## config.mk

```make
export PLATFORM = sky130hd
export DESIGN_NAME = prog_lut
export DESIGN_NICKNAME = d
export VERILOG_FILES = /design/src/rtl/prog_lut_pkg.sv /design/src/rtl/lut_table.sv /design/src/rtl/prog_lut.sv
export SDC_FILE = /design/constraint.sdc
export NUM_CORES = 1
export LEC_CHECK = 0
export CAP_MARGIN = 5
export CORE_MARGIN = 8
export CORE_UTILIZATION = 46
export DETAILED_ROUTE_END_ITERATION = 16
export MAX_ROUTING_LAYER = met4
export PLACE_DENSITY_LB_ADDON = 0.05
export SLEW_MARGIN = 5
export SYNTH_ARGS = -nofsm -noshare
export SYNTH_HDL_FRONTEND = slang
export SYNTH_SLANG_ARGS = --single-unit
```

## constraint.sdc

```tcl
create_clock -name clk -period 2.85 [get_ports clk]
set_input_delay 0.285 -clock clk [delete_from_list [all_inputs] [get_ports clk]]
set_output_delay 0.285 -clock clk [all_outputs]
set_load 0.005 [all_outputs]
```

## src/rtl/prog_lut_pkg.sv

```systemverilog
// prog_lut_pkg: shared FSM state type and table-depth helper for prog_lut.
package prog_lut_pkg;
  typedef enum logic [1:0] {IDLE, SWEEP, DONE} state_t;
  function automatic int depth(input int n);
    return 1 << n;
  endfunction
endpackage

```

## src/rtl/lut_table.sv

```systemverilog
// lut_table: serially loaded truth-table shift register with a combinational read mux.
module lut_table
  import prog_lut_pkg::*;
#(
  parameter int N = 4,
  parameter logic [depth(N)-1:0] INIT = 16'h212F
) (
  input  logic         clk,
  input  logic         rst,
  input  logic         shift_en,
  input  logic         shift_bit,
  input  logic [N-1:0] addr,
  output logic         data
);
  logic [depth(N)-1:0] tbl;
  always_ff @(posedge clk or posedge rst) begin
    if (rst) tbl <= INIT;
    else if (shift_en) tbl <= {shift_bit, tbl[depth(N)-1:1]};
  end
  assign data = tbl[addr];
endmodule

```

## src/rtl/prog_lut.sv

```systemverilog
// prog_lut: programmable N-input LUT with single evaluations and an exhaustive sweep that counts ones.
module prog_lut
  import prog_lut_pkg::*;
#(
  parameter int N = 4,
  parameter logic [depth(N)-1:0] INIT = 16'h212F
) (
  input  logic         clk,
  input  logic         rst,
  input  logic         cfg_en,
  input  logic         cfg_bit,
  input  logic         in_valid,
  input  logic [N-1:0] in_vec,
  input  logic         sweep_start,
  output logic         out_valid,
  output logic         s,
  output logic [N-1:0] out_idx,
  output logic         busy,
  output logic         done,
  output logic [N:0]   ones_count
);
  state_t state, state_nx;
  logic [N-1:0] idx, addr, ev_idx;
  logic [N:0] acc, acc_nx;
  logic rd, ev_valid, ev_s, idle, sweeping, start, eval;
  assign idle = state == IDLE;
  assign sweeping = state == SWEEP;
  assign start = idle && sweep_start && !cfg_en;
  assign eval = idle && in_valid && !cfg_en && !sweep_start;
  assign addr = sweeping ? idx : in_vec;
  assign acc_nx = acc + (N+1)'(rd);
  lut_table #(.N(N), .INIT(INIT)) u_table (
    .clk(clk), .rst(rst), .shift_en(idle && cfg_en), .shift_bit(cfg_bit),
    .addr(addr), .data(rd)
  );
  always_comb begin
    state_nx = idle ? (start ? SWEEP : IDLE) : sweeping ? (&idx ? DONE : SWEEP) : IDLE;
  end
  always_ff @(posedge clk or posedge rst) begin
    if (rst) begin
      state <= IDLE;
      idx <= '0;
      acc <= '0;
      ev_valid <= 1'b0;
      ev_s <= 1'b0;
      ev_idx <= '0;
      ones_count <= '0;
    end else begin
      state <= state_nx;
      ev_valid <= eval;
      if (eval) begin
        ev_s <= rd;
        ev_idx <= in_vec;
      end
      if (start) begin
        idx <= '0;
        acc <= '0;
      end
      if (sweeping) begin
        idx <= idx + 1'b1;
        acc <= acc_nx;
        if (&idx) ones_count <= acc_nx;
      end
    end
  end
  // Sweep results come straight from the running index so the first SWEEP cycle already shows entry 0.
  assign out_valid = sweeping || ev_valid;
  assign s = sweeping ? rd : ev_s;
  assign out_idx = sweeping ? idx : ev_idx;
  assign busy = !idle;
  assign done = state == DONE;
endmodule
```

# [Word-level counts from Yosys, hierarchy flattened]
# Index checks and enable logic that the tools add are counted.
[totals] word_cells=40 output_inout_bits=13 regBits=38
[op_classes] mux=13 add_sub_neg=2 magnitude_cmp=1 eq_ne=2 n_reduce_logical=14
[op_table] op="$mux W4" n=4
[op_table] op="$mux W5" n=2
[op_table] op="$logic_and A1 B1 Y1" n=6
[op_table] op="$mux W2" n=3
[op_table] op="$add A5 B1 Y5" n=1
[op_table] op="$lt A4 B5 Y1 const B" n=1
[op_table] op="$reduce_and A5 Y1" n=1
[op_table] op="$add A4 B1 Y4 const B" n=1
[op_table] op="$bmux W1 S4" n=1
[op_table] op="$reduce_and A4 Y1" n=1
[op_table] op="$logic_not A1 Y1" n=3
[op_table] op="$mux W1" n=3
[op_table] op="$eq A2 B1 Y1 const B" n=1
[op_table] op="$eq A2 B2 Y1 const B" n=1
[op_table] op="$logic_not A2 Y1" n=1
[op_table] op="$reduce_bool A2 Y1" n=1
[op_table] op="$logic_or A1 B1 Y1" n=1

# [Longest topological paths before layout]
# Gate-level depths: netlist of run 1.
[logic_depth] ltp_word=6 ltp_mapped=12 ltp_nobuf=11

# [Hierarchy]
# From an unflattened synthesis of run 1, not the netlist that was laid out.
[hier_totals] cells_unflattened=137 hier_area_um2=1798.0
[by_module_without_submodules] mod="prog_lut" cells_each=95 seq_area_each_um2=550.5 area_per_inst_um2=1059.8 n_inst=1
[by_module_without_submodules] mod="lut_table" cells_each=42 seq_area_each_um2=409.1 area_per_inst_um2=738.2 n_inst=1

# [Least setup slack after synthesis of run 1]
# OpenSTA, ideal clock, no wires.
[synth_timing] path_kind="flip-flop to flip-flop" startpoint="reg state[0]" endpoint="reg acc[4]" setup_ns=0.136 path_slack_ns=0.247 t_required_ns=2.714 t_arrival_ns=2.467 stages_incl_launch_ff=13 cell_sequence="dfrtp_1 nor2b_1 buf_4 o21ai_4 mux2_4 o211a_1 nor4_4 inv_1 ha_1 ha_1 nand3_1 xor2_1 o21ai_0"
[synth_via] elab_chain_cells=6
[synth_rtl] element="from (decl)" line="prog_lut.sv:22" text="state_t state, state_nx;"
[synth_rtl] element="from (signal assigned)" line="prog_lut.sv:49" text="state <= state_nx;"
[synth_rtl] element="$eq A2 B1 Y1" line="prog_lut.sv:27" text="assign sweeping = state == SWEEP;"
[synth_rtl] element="$mux W4" line="prog_lut.sv:30" text="assign addr = sweeping ? idx : in_vec;"
[synth_rtl] element="$bmux W1 S4" line="lut_table.sv:20" text="assign data = tbl[addr];"
[synth_rtl] element="$mux W1 (implied by the code)" line="lut_table.sv:20"
[synth_rtl] element="via rd" line="prog_lut.sv:25" text="logic rd, ev_valid, ev_s, idle, sweeping, start, eval;"
[synth_rtl] element="$add A5 B1 Y5" line="prog_lut.sv:31" text="assign acc_nx = acc + (N+1)'(rd);"
[synth_rtl] element="$mux W5" line="prog_lut.sv:59" text="if (sweeping) begin"
[synth_rtl] element="to (signal assigned)" line="prog_lut.sv:61" text="acc <= acc_nx;"
[synth_rtl] element="to (decl)" line="prog_lut.sv:24" text="logic [N:0] acc, acc_nx;"
# The timed path passes the listed nets, and every way through them passes these cells. The select of a mux whose other input is x is not followed.
# A chain may end at the register's enable or synchronous reset.

# [Worst setup path in the final report of run 1]
[layout_timing] startpoint="reg state[1]" endpoint="reg ones_count[2]"
[layout_via] elab_chain_cells=5
[layout_rtl] element="$eq A2 B1 Y1" line="prog_lut.sv:27"
[layout_rtl] element="$mux W4" line="prog_lut.sv:30"
[layout_rtl] element="$bmux W1 S4" line="lut_table.sv:20"
[layout_rtl] element="$mux W1 (implied by the code)" line="lut_table.sv:20"
[layout_rtl] element="via rd" line="prog_lut.sv:25"
[layout_rtl] element="$add A5 B1 Y5" line="prog_lut.sv:31"
[layout_rtl] element="to (signal assigned)" line="prog_lut.sv:62" text="if (&idx) ones_count <= acc_nx;"
[layout_rtl] element="to (decl)" line="prog_lut.sv:20" text="output logic [N:0] ones_count"
# The timed path passes the listed nets, and every way through them passes these cells. The select of a mux whose other input is x is not followed.

==> results of run 1 <==
==> cell type report <==
cell class              count  area [sq um]  area share (%)
well taps                  50         62.56           2.489
clock buffers               7         86.33           3.435
multi-input cells         120         998.5           39.72
repair buffers             40         374.1           14.88
flip-flops and latches     38         960.9           38.23
clock inverters             1         5.005          0.1991
inverters                   7         26.28           1.045
==> flip-flops by register name, summed over array words and instances (netlist names) <==
signal / flops
acc: 5
u_table.tbl: 16
ev_idx: 4
ev_valid: 1
ones_count: 5
idx: 4
state: 2
ev_s: 1
==> power groups by stage <==
stage	clock, mW	combinational (mW)	sequential (mW)
final	0.374	1.37	0.962
after global routing	0.415	1.49	0.996
after CTS	0.385	1.22	0.943
after detailed placement	0	1.14	0.955
after global placement	0	1.12	0.947
after floorplan	0	0.762	0.901
==> synthesized netlist by cell type <==
library cell  number  area share [%]
dfrtp_1           31              40
nand2_1           27             5.3
mux2_2            21              12
o21ai_0           10             2.6
mux2i_1            8             4.2
dfstp_2            7             9.6
inv_1              7             1.4
nor2_1             6             1.2
a21oi_1            5             1.3
clkbuf_1           4            0.78
a22o_1             3             1.4
ha_1               3             2.0
nand3_1            3            0.78
o22ai_1            3            0.98
o31ai_1            3             1.2
xor2_1             3             1.4
buf_2              2            0.52
buf_4              2            0.78
nand2b_1           2            0.65
nand3b_1           2            0.78
nor2_2             2            0.65
nor2b_1            2            0.65
o211ai_1           2            0.78
or2_2              2            0.65
a21boi_0           1            0.39
a31o_2             1            0.46
a41oi_1            1            0.46
and2_1             1            0.33
mux2_4             1            0.78
nor4_4             1             1.1
nor4b_4            1             1.2
nor4bb_1           1            0.52
o211a_1            1            0.52
o21ai_1            1            0.26
o21ai_4            1            0.85
or4b_1             1            0.52
xnor2_1            1            0.46
==> critical path, stage by stage (launching register included) <==
cell,delay (ps)
dfrtp_2,450
nand3b_1,280
o21ai_4,140
mux2_4,310
o211a_1,240
nor4_4,230
buf_4,150
inv_1,60
ha_4,160
ha_4,150
buf_4,150
xnor2_2,140
a21oi_1,70
==> timing repair <==
action,CTS,global route
pin swaps,2,8
buffers inserted,5,8
endpoints found under the setup margin,1,8
resized for setup,5,23
==> per-stage QoR <==
step	TNS, ps	hold WS (ps)	cell area (sq um)	power, mW
floorplan	0	375.3	1919	1.663
global placement	0	487.6	2227	2.068
detailed placement	0	493.7	2227	2.100
CTS	0	432.3	2370	2.552
global route	-32.26	460.7	2514	2.904
finish	0	423.3	2514	2.703
==> cells in the final DEF (no fill, tap or decap), drive strengths merged, types with 2 or more instances in the layout <==
cell           instances
nand3                  3
nand2b                 2
nor2                   8
buf                   18
nand3b                 2
clkbuf                 7
nor2b                  2
dfstp                  7
a21oi                  5
dfrtp                 31
nand2                 27
o21ai                 12
o31ai                  3
mux2                  22
inv                    7
or2                    2
o22ai                  3
o211ai                 2
clkdlybuf4s50         21
mux2i                  8
ha                     3
a22o                   3
xor2                   3
==> metal layers <==
metal	track usage, %	vias to the layer above	share of wire [%]
met5	-	-	0
met4	5.273	0	1.5
met3	4.241	6	3.1
met2	22.05	12	51
met1	15.21	710	44
li1	-	682	-
==> cells by family after synthesis <==
| logic type | count (synthesis) |
|---|---|
| buffers and inverters | 15 |
| XOR/XNOR | 4 |
| multiplexers | 30 |
| flip-flops | 38 |
| AND/OR/NAND/NOR | 51 |
| AO/OA/AOI/OAI | 32 |
| adder cells (fa/ha/maj) | 3 |
==> path summary, 6_finish.rpt <==
| kind | from | endpoint | slack [ps] |
|---|---|---|---|
| min | rst | ones_count[0]$_DFFE_PP0P_ | 420 |
| max reg2reg | state[1]$_DFF_PP0_ | ones_count[2]$_DFFE_PP0P_ | 170 |
| max in group asynchronous | rst | state[1]$_DFF_PP0_ | 2070 |
| max | state[1]$_DFF_PP0_ | ones_count[2]$_DFFE_PP0P_ | 170 |
| min in group clk | u_table.tbl[12]$_DFFE_PP0P_ | u_table.tbl[11]$_DFFE_PP0P_ | 500 |
| min reg2reg | u_table.tbl[12]$_DFFE_PP0P_ | u_table.tbl[11]$_DFFE_PP0P_ | 500 |
==> flow_summary_export.csv, run 1 <==
group,metric,value,unit
outcome,outcome,"finished clean",
global_route,grt_overflow,0,
sta,setup_viol_count_final,0,
placement,place_ws,2.097,ps
die,core.rowCount,23,
clocking,insertion_delay,290,ps
sta,fin_ws,173.5,ps
layout,nFillCells,322,
power,switchingPower,0.9381,mW
placement,place_congestion,0.7569,
clocking,cts_buffers,5,
power,p_per_area,1075,nW/um^2
layout,drive_gt1_share,37.09,%
logic_synthesis,synthAdderAreaFrac,1.956,%
flow_run,cap_violations,0,
sta,tightest_slew,542.8,ps
detailed_routing,wl,3.970,mm
logic_synthesis,syn_area,1919,sq um
clocking,cts_hold_buf,0,
global_route,antenna_found_initial,0,
logic_synthesis,synthXorXnorAreaFrac,1.825,%
sta,fmax,373.6,MHz
die,ios,23,
logic_synthesis,syn_nets,186,
detailed_routing,vias,1410,
power,p_sw_share,34.71,%
power,internal-power,1.765,mW
sta,fin_worst_skew,8.756,ps
die,chipHeight,80.60,microns
detailed_routing,wl_per_cell,15.10,microns
sta,drv_slew,0,
detailed_routing,vias_per_cell,5.361,
die,initial_core_util,47.98,%
power,combPwrFrac,50.5,%
placement,place_inst,244,
critical_path,required,3010,ps
logic_synthesis,synth-seq-area-share,50.00,%
logic_synthesis,synth_cells,173,
die,coreArea,4000,sq um
logic_synthesis,synth_simple_gate_area_share,14.34,%
logic_synthesis,synth_compound_area_share,11.15,%
critical_path,r2r_cells,12,
layout,fin_util,62.84,%
logic_synthesis,synthMuxAreaShare,17.28,%
detailed_routing,ant_nets,0,
logic_synthesis,synth.avg_cell_area,11.09,sq um
hold_path,hold_path_class,"input port to asynchronous set/reset pin",
critical_path,worst-setup-path-type,"flip-flop to flip-flop",
die,fp.dieArea,6496,sq um
clocking,clk_pin_slew_worst_paths,70,ps
detailed_routing,drt-initial-drc-count,60,
sta,hold_viol,0,
logic_synthesis,yosysWarningCount,0,
logic_synthesis,synth_cell_type_count,37,
clocking,cts_root_buf,"clkbuf_8",
critical_path,worst-endpoint-arrival,2840,ps
critical_path,cp_max_fo,5,
die,die_x,80.60,microns
clocking,cts_tree,"yes",
clocking,ctsHtreeMaxLevel,2,
clocking,cts_buffer_depth,2,
power,pwr-share-clk,13.9,%
detailed_routing,dr.pass1.iters,4,
clocking,cts.sinks,38,
power,peakVddDrop,0.5345,mV
layout,nets,225,
power,sequentialPowerShare,35.6,%
global_route,grt_pass1_vias,1413,
global_route,grt_pass1_wl,6.637,mm
sta,fin_crit_sh,93.91,%
sta,period_needed,2676,ps
sta,max_slew_margin,63.66,%
critical_path,cp-start-kind,"flip-flop",
power,p_leak,1.102,nW
layout,syn2layout_area_growth,30.96,%
global_route,gr-usage-all-layers,13.59,%
logic_synthesis,synth_top_family_by_area,"multiplexers",
layout,num_antenna_cells,0,
placement,dp_hpwl,2.812,mm
placement,portBuffers,22,
layout,final_cells,263,
global_route,grt_max_degree,39,
critical_path,end_kind,"flip-flop",
detailed_routing,drcViolationCount,0,
logic_synthesis,synth-seq-cells,38,
Power figures use the tool's default switching activity.
==> run 2: changes to the inputs <==
--- a/config.mk
+++ b/config.mk
@@ -9,6 +9,7 @@
 export CORE_MARGIN = 8
 export CORE_UTILIZATION = 46
 export DETAILED_ROUTE_END_ITERATION = 16
+export HOLD_SLACK_MARGIN = 0.15
 export MAX_ROUTING_LAYER = met4
 export PLACE_DENSITY_LB_ADDON = 0.05
 export SLEW_MARGIN = 5
==> results of run 2 <==
No change in the layout: final DEF, timing and power equal those of run 1.
